[config.mk]
export PLATFORM = sky130hd
export DESIGN_NAME = hazard_scoreboard
export DESIGN_NICKNAME = d
export VERILOG_FILES = /design/src/rtl/hazard_scoreboard.sv
export SDC_FILE = /design/constraint.sdc
export NUM_CORES = 1
export LEC_CHECK = 0
export BUFFER_PORTS_ARGS = -buffer_cell sky130_fd_sc_hd__buf_2
export CAP_MARGIN = 20
export CORE_ASPECT_RATIO = 0.6
export CORE_UTILIZATION = 52
export CTS_CLUSTER_SIZE = 30
export DETAILED_ROUTE_END_ITERATION = 10
export GPL_TIMING_DRIVEN = 0
export PLACE_DENSITY_LB_ADDON = 0.12
export SYNTH_ARGS = -nofsm -noshare
export SYNTH_HDL_FRONTEND = slang
export SYNTH_SLANG_ARGS = --single-unit
[constraint.sdc]
create_clock -name clk_i -period 2.38 [get_ports clk_i]
set_clock_uncertainty 0.1 [all_clocks]
set_input_delay 0.119 -clock clk_i [delete_from_list [all_inputs] [get_ports clk_i]]
set_output_delay 0.119 -clock clk_i [all_outputs]
set_load 0.05 [all_outputs]
[src/rtl/hazard_scoreboard.sv]
// ID-stage hazard unit: a shift scoreboard of in-flight writers (slot 0 = EX)
// drives the ID stall, per-source bypass selects and a saturating stall counter.

module hazard_scoreboard_match #(
  parameter int REG_AW = 3
) (
  input  logic              v_i,
  input  logic              wr_i,
  input  logic [REG_AW-1:0] rd_i,
  input  logic [REG_AW-1:0] src_i,
  input  logic              use_i,
  output logic              hit_o
);
  assign hit_o = use_i & v_i & wr_i & (rd_i == src_i);
endmodule

module hazard_scoreboard #(
  parameter int REG_AW     = 3,
  parameter int DEPTH      = 3,
  parameter int SEL_W      = 2,
  parameter int FWD_EN     = 1,
  parameter int LOAD_LAT   = 1,
  parameter int MEM_SERIAL = 1,
  parameter int CNT_W      = 16
) (
  input  logic              clk_i,
  input  logic              rst_i,
  input  logic              id_valid_i,
  input  logic [REG_AW-1:0] id_rs_i,
  input  logic              id_rs_use_i,
  input  logic [REG_AW-1:0] id_rt_i,
  input  logic              id_rt_use_i,
  input  logic [REG_AW-1:0] id_rd_i,
  input  logic              id_rd_wr_i,
  input  logic              id_is_load_i,
  input  logic              id_is_mem_i,
  input  logic              flush_i,
  output logic              stall_o,
  output logic [SEL_W-1:0]  fwd_rs_sel_o,
  output logic [SEL_W-1:0]  fwd_rt_sel_o,
  output logic [CNT_W-1:0]  stall_count_o
);

  if (DEPTH < 2 || (1 << SEL_W) < DEPTH + 1) begin : g_bad_cfg
    $error("hazard_scoreboard: DEPTH must be >= 2 and 2**SEL_W >= DEPTH+1");
  end

  typedef struct packed {
    logic              v;
    logic              wr;
    logic [REG_AW-1:0] rd;
    logic              ld;
    logic              mem;
  } slot_t;

  slot_t [DEPTH-1:0] sb_q, sb_d;
  logic  [CNT_W-1:0] cnt_q, cnt_d;

  logic [DEPTH-1:0] rs_hit, rt_hit, mem_vld;
  logic             rs_any, rt_any, rs_early_ld, rt_early_ld;
  logic [SEL_W-1:0] rs_sel, rt_sel;
  logic             rs_hz, rt_hz, mem_hz, stall, issue;

  for (genvar k = 0; k < DEPTH; k++) begin : g_slot
    hazard_scoreboard_match #(.REG_AW(REG_AW)) u_rs (
      .v_i   (sb_q[k].v),
      .wr_i  (sb_q[k].wr),
      .rd_i  (sb_q[k].rd),
      .src_i (id_rs_i),
      .use_i (id_rs_use_i),
      .hit_o (rs_hit[k])
    );
    hazard_scoreboard_match #(.REG_AW(REG_AW)) u_rt (
      .v_i   (sb_q[k].v),
      .wr_i  (sb_q[k].wr),
      .rd_i  (sb_q[k].rd),
      .src_i (id_rt_i),
      .use_i (id_rt_use_i),
      .hit_o (rt_hit[k])
    );
    assign mem_vld[k] = sb_q[k].v & sb_q[k].mem;
  end

  // Scan oldest to youngest so the youngest matching writer is the one kept.
  always_comb begin
    rs_any      = 1'b0;
    rt_any      = 1'b0;
    rs_early_ld = 1'b0;
    rt_early_ld = 1'b0;
    rs_sel      = '0;
    rt_sel      = '0;
    for (int k = DEPTH - 1; k >= 0; k--) begin
      if (rs_hit[k]) begin
        rs_any      = 1'b1;
        rs_sel      = SEL_W'(k + 1);
        rs_early_ld = sb_q[k].ld & (k < LOAD_LAT);
      end
      if (rt_hit[k]) begin
        rt_any      = 1'b1;
        rt_sel      = SEL_W'(k + 1);
        rt_early_ld = sb_q[k].ld & (k < LOAD_LAT);
      end
    end
  end

  // Without a bypass network any in-flight producer blocks until it retires.
  assign rs_hz  = (FWD_EN != 0) ? rs_early_ld : rs_any;
  assign rt_hz  = (FWD_EN != 0) ? rt_early_ld : rt_any;
  assign mem_hz = (MEM_SERIAL != 0) & id_is_mem_i & (|mem_vld);
  assign stall  = id_valid_i & ~flush_i & (rs_hz | rt_hz | mem_hz);
  assign issue  = id_valid_i & ~flush_i & ~stall;

  always_comb begin
    sb_d = '0;
    for (int k = 1; k < DEPTH; k++) sb_d[k] = sb_q[k-1];
    if (issue) begin
      sb_d[0].v   = 1'b1;
      sb_d[0].wr  = id_rd_wr_i;
      sb_d[0].rd  = id_rd_i;
      sb_d[0].ld  = id_is_load_i;
      sb_d[0].mem = id_is_mem_i;
    end
    cnt_d = cnt_q;
    if (stall && (cnt_q != '1)) cnt_d = cnt_q + CNT_W'(1);
  end

  always_ff @(posedge clk_i) begin
    if (rst_i) begin
      sb_q  <= '0;
      cnt_q <= '0;
    end else begin
      sb_q  <= sb_d;
      cnt_q <= cnt_d;
    end
  end

  assign stall_o       = stall;
  assign fwd_rs_sel_o  = (FWD_EN != 0) ? rs_sel : '0;
  assign fwd_rt_sel_o  = (FWD_EN != 0) ? rt_sel : '0;
  assign stall_count_o = cnt_q;

endmodule

==> results of run 1 <==
-- what timing repair did --
action	CTS	global route
resized for setup	1	3
endpoints found under the setup margin	1	9
hold endpoints to repair	6	0
hold buffers	6	0
cloned	0	0
-- flip-flops by register name (all words and copies together) (netlist names) --
register and cells:
stall_count_o 16, sb_d 13, sb_q 6
-- through the flow --
step	utilization, %	setup WS, ns	cells	hold WS (ns)	area, sq um
3_5_place_dp	64.3	0.100	258	0.225	1910
2_1_floorplan	-	0.0487	178	0.141	1670
6_report	71.8	0.0946	272	0.0173	2130
4_1_cts	71.2	0.0413	272	0.0738	2110
5_1_grt	71.8	0.0179	272	0.0284	2130
3_3_place_gp	64.3	0.139	258	0.219	1910
-- area by class of cell --
class / instances / share of cell area [%]
multi-input combinational: 135 / 44.9
sequential: 35 / 32.9
timing repair buffer: 44 / 11.9
clock buffer: 5 / 3.23
clock inverter: 3 / 3.17
tap: 42 / 2.47
buffer: 4 / 0.764
inverter: 4 / 0.705
-- cells in the mapped netlist, drive strengths merged, types with 2 or more instances --
master,n
o21bai,2
mux2,2
nor2b,14
xor2,17
clkbuf,4
inv,4
nand4,7
a211oi,4
nand2,6
nand2b,3
a41o,2
nor3,5
or3,3
a2111o,2
o21ai,3
nor4,2
and4,3
xnor2,8
nor2,14
nand3,8
and2,8
or4,2
a21oi,9
dfxtp,35
and3,3
-- power by group through the flow --
stage / sequential [mW] / combinational [mW] / clock, mW
floorplan: 0.609 / 0.0316 / 0
global placement: 0.610 / 0.0586 / 0
detailed placement: 0.611 / 0.0611 / 0
CTS: 0.597 / 0.0690 / 0.643
global route: 0.598 / 0.0786 / 0.675
finish: 0.597 / 0.0720 / 0.644
-- final timing paths --
path,start,slack (ns),depth (start not counted),endpoint
min reg2reg,sb_d[7],0.38,1,sb_d[14]
max,sb_d[11],0.09,5,stall_o
max reg2reg,sb_d[11],0.12,6,stall_count_o[4]
min,rst_i,0.02,2,sb_d[13]
-- critical path: cells and delay by family, from the launching register on --
kind | cells | cell delay, ns
compound gates | 2 | 0.57
simple gates | 1 | 0.40
flops | 1 | 0.34
buf+inv | 1 | 0.28
xor+xnor | 1 | 0.18
-- cell families (layout without fill, tap and decap cells) --
| group | count (synthesis) | count (layout) | share of synthesized area (%) |
|---|---|---|---|
| AOI/OAI and AO/OA | 27 | 27 | 12.9 |
| xor gates and xnor gates | 25 | 25 | 13.1 |
| adders and majority gates | 1 | 1 | 0.751 |
| buffers and inverters | 8 | 60 | 1.88 |
| DFF | 35 | 35 | 42.1 |
| muxes | 3 | 3 | 1.95 |
| and+or+nand+nor | 79 | 79 | 27.3 |
-- per-layer routing --
metal | track usage, % | vias to the layer above | part of all wire, %
li1 | - | 740 | -
met1 | 34.7 | 711 | 49
met2 | 36.0 | 56 | 43
met3 | 8.19 | 7 | 7.2
met4 | 9.06 | 0 | 0.98
met5 | 0 | - | 0
==> flow_summary.json, run 1 <==
{
  "cp_slowest_stage_delay_ns": 0.40,
  "area_growth_pct": 27.8,
  "period_share_pct": 96.0,
  "cts_buffer_depth": 2,
  "synth_edf_count": 0,
  "die_x_microns": 75.1,
  "fin_nets": 248,
  "p_leak_nw": 0.876,
  "p_clk_share_pct": 49.0,
  "setup_viol": 0,
  "avgSynthCellArea_sq_um": 9.36,
  "gp_congestion": 0.969,
  "nFillCells": 229,
  "htreeDepth": 2,
  "drt_wl_total_microns": 4000,
  "internal_power_mw": 1.04,
  "wire_per_inst_microns": 14.7,
  "drt-vias-per-instance": 5.57,
  "yosysUniqueCellTypes": 38,
  "async_reset_ff_share_pct": 0,
  "power_frac_comb_pct": 5.5,
  "multi_input_area_sq_um": 955,
  "setup_tns_ns": 0,
  "start_util_pct": 56.2,
  "grt_pass1_vias": 1368,
  "die_h_microns": 45.8,
  "min_period_ns": 2.29,
  "synth_nets": 197,
  "ys_top_cells_by_area": "dfxtp_1, xor2_1, nor2b_1",
  "grt_use_total_pct": 25.0,
  "status": "finished, final reports clean",
  "vias": 1514,
  "path_cells": "xor2_1, nor4_2, o21ai_2, a21oi_4, clkbuf_4",
  "drt_first_pass_iters": 6,
  "grt_start_max_net_pins": 13,
  "drt-initial-drc-count": 108,
  "slew_viol_final": 0,
  "netSwitchingFraction_pct": 20.7,
  "cp.required_ns": 2.16,
  "synth_area_leader_cell": "dfxtp_1",
  "io_buffers": 38,
  "drc": 0,
  "ios": 39,
  "max_freq_ghz": 0.438,
  "cts.sinks": 35,
  "ys_seq_area_share_pct": 42.1,
  "critical_path_class": "flop to primary output",
  "finalHoldViolations": 0,
  "synth_area_sq_um": 1670,
  "path_clk_slew_ns": 0.08,
  "drive_gt1_share_pct": 23.9,
  "grt_pass1_wl_microns": 6200,
  "antenna_cells": 0,
  "cts_tree": "done",
  "ir_drop_uv": 610,
  "p_per_area_nw_per_um2": 617,
  "synthCells": 178,
  "dieArea_sq_um": 3440,
  "cts-root-buf": "clkbuf_8",
  "arrival_ns": 2.07,
  "switching_power_uw": 271,
  "hold_path_class": "primary input to flop",
  "core-area_sq_um": 2970,
  "cts_buffers": 5,
  "synth_flop_cell": "dfxtp_1",
  "slew_headroom_pct": 58.3,
  "finalPower_mw": 1.31,
  "netlist.area_leader.share_pct": 42.1,
  "rsz0062_at_grt": "no",
  "most-common-layout-cells": "buf_2, dfxtp_1, xor2_1",
  "critPathLaunchType": "flop",
  "end_kind": "primary output",
  "clk_latency_ns": 0.29,
  "crit_path_max_fanout": 10,
  "critPathSlowestCell": "nor4_2",
  "worst_pin_slew_ns": 0.626,
  "ant_nets": 0,
  "register_area_sq_um": 701,
  "maxCapViolations": 0,
  "grt.overflow.total": 0,
  "ys_ff_latch": 35,
  "yosysWarnings": 0,
  "layout_commonest_cell": "buf_2",
  "num_rows": 15,
  "antenna_found_initial": 0,
  "seq_power_share_pct": 45.5,
  "hpwl_microns": 3040,
  "cts_setup_buffers": 0
}
Power figures use the tool's default switching activity.
==> inputs of run 2 (changes only) <==
Settings changed: CTS_BUF_LIST from default to sky130_fd_sc_hd__clkbuf_16, CTS_CLUSTER_SIZE 30 to default.
Clock period 2.38 ns to 2.9 ns, I/O delays scaled along.
==> flow_summary.json, run 2 (synthesis results as in run 1) <==
{
  "fin_ws_ns": 0.452,
  "arrival_ns": 2.20,
  "start_util_pct": 56.2,
  "area_growth_pct": 29.8,
  "ios": 39,
  "cts-root-buf": "clkbuf_16",
  "grt.overflow.total": 0,
  "period_share_pct": 84.4,
  "drt-vias-per-instance": 5.56,
  "ir_drop_uv": 399,
  "netSwitchingFraction_pct": 19.2,
  "setup_viol": 0,
  "p_per_area_nw_per_um2": 575,
  "maxCapViolations": 0,
  "hpwl_microns": 3040,
  "grt_use_total_pct": 26.6,
  "stdcell_area_sq_um": 2160,
  "drt-initial-drc-count": 116,
  "num_rows": 15,
  "cp.required_ns": 2.65,
  "setup_tns_ns": 0,
  "dp_cells": 258,
  "slew_viol_final": 0,
  "internal_power_mw": 1.00,
  "path_clk_slew_ns": 0.05,
  "grt_pass1_vias": 1384,
  "layout_commonest_cell": "buf_2",
  "hold_path_class": "primary input to flop",
  "max_freq_ghz": 0.409,
  "clk_latency_ns": 0.28,
  "dieArea_sq_um": 3440,
  "rsz0062_at_grt": "no",
  "cts_tree": "done",
  "io_buffers": 38,
  "drt_first_pass_iters": 4,
  "end_kind": "primary output",
  "cts.sinks": 35,
  "nFillCells": 223,
  "drt_wl_total_microns": 4070,
  "power_frac_comb_pct": 4.6,
  "place_area_sq_um": 1910,
  "antenna_cells": 0,
  "critical_path_class": "flop to primary output",
  "drc": 0,
  "cts_buffer_depth": 2,
  "cp_slowest_stage_delay_ns": 0.42,
  "grt_pass1_wl_microns": 6460,
  "worstHoldPathCells": 2,
  "ctsResizeCount": 0,
  "crit_path_max_fanout": 10,
  "core-area_sq_um": 2970,
  "wire_per_inst_microns": 15.0,
  "p_leak_nw": 0.899,
  "critPathLaunchType": "flop",
  "fin_cells": 272,
  "register_area_sq_um": 701,
  "grt_start_max_net_pins": 13,
  "finalCoreUtilization_pct": 72.9,
  "status": "finished, final reports clean",
  "path_cells": "xor2_1, nor4_2, o21ai_2, a21oi_2, buf_2",
  "p_clk_share_pct": 55.9,
  "gp_congestion": 0.969,
  "die_x_microns": 75.1,
  "dp_slack_ns": 0.620,
  "critPathSlowestCell": "nor4_2",
  "r2r_cells": 6,
  "most-common-layout-cells": "buf_2, dfxtp_1, xor2_1",
  "slew_headroom_pct": 48.3,
  "worst_pin_slew_ns": 0.770,
  "drive_gt1_share_pct": 23.5,
  "seq_power_share_pct": 39.5,
  "fin_nets": 248,
  "antenna_found_initial": 0,
  "largest_reg_flops": 16,
  "ant_nets": 0,
  "finalHoldViolations": 0,
  "min_period_ns": 2.45,
  "multi_input_area_sq_um": 933,
  "vias": 1511,
  "htreeDepth": 2,
  "cts_buffers": 5,
  "switching_power_uw": 239,
  "die_h_microns": 45.8
}
==> run 2: cell count changes in the layout (fill, tap and decap cells not counted), sizes merged <==
cell / delta
buf: +1
clkbuf: -1
==> run 2: area by class of cell <==
class | instances | area share, %
Buffer | 4 | 0.753
Clock buffer | 5 | 5.79
Clock inverter | 3 | 3.13
Inverter | 4 | 0.695
Multi-Input combinational cell | 135 | 43.2
Sequential cell | 35 | 32.4
Tap cell | 42 | 2.43
Timing Repair Buffer | 44 | 11.6
==> run 2: metal layers <==
metal  up-vias  global-route usage, %  wire length (microns)
li1        738                      -                      -
met1       708                   36.6                   1980
met2        56                   37.7                   1730
met3         9                   8.19                    271
met4         0                   13.2                     85
met5         -                      0                      0
==> run 2: final timing paths <==
kind / startpoint / endpoint / slack, ns
setup / recovery: sb_d[11] / stall_o / 0.45
hold / removal: rst_i / sb_d[13] / 0.14
setup reg to reg: sb_d[9] / sb_d[8] / 0.57
hold reg to reg: sb_d[7] / sb_d[14] / 0.37
==> run 2: power groups by stage <==
stage / Sequential (mW) / Combinational [mW] / Clock (mW)
floorplan: 0.500 / 0.0259 / 0
global placement: 0.501 / 0.0481 / 0
detailed placement: 0.501 / 0.0502 / 0
CTS: 0.491 / 0.0571 / 0.698
global route: 0.491 / 0.0633 / 0.721
finish: 0.491 / 0.0577 / 0.694
==> run 2: worst max-delay path: cells and delay by family, from the launching register on <==
kind	cells	cell delay, ns
buffers and inverters	1	0.33
and+or+nand+nor	1	0.42
DFF	1	0.33
AOI/OAI and AO/OA	2	0.65
xor gates and xnor gates	1	0.19
==> run 2: timing repair <==
item                                    in CTS  in global routing
hold endpoints to repair                     6                  0
setup buffers                                0                  0
hold buffers                                 6                  0
endpoints found under the setup margin       0                  0
==> run 2: metrics by stage <==
step / power [mW] / hold slack (ns)
2_1_floorplan: 0.526 / 0.167
3_3_place_gp: 0.549 / 0.245
3_5_place_dp: 0.552 / 0.251
4_1_cts: 1.25 / 0.114
5_1_grt: 1.28 / 0.159
6_report: 1.24 / 0.135
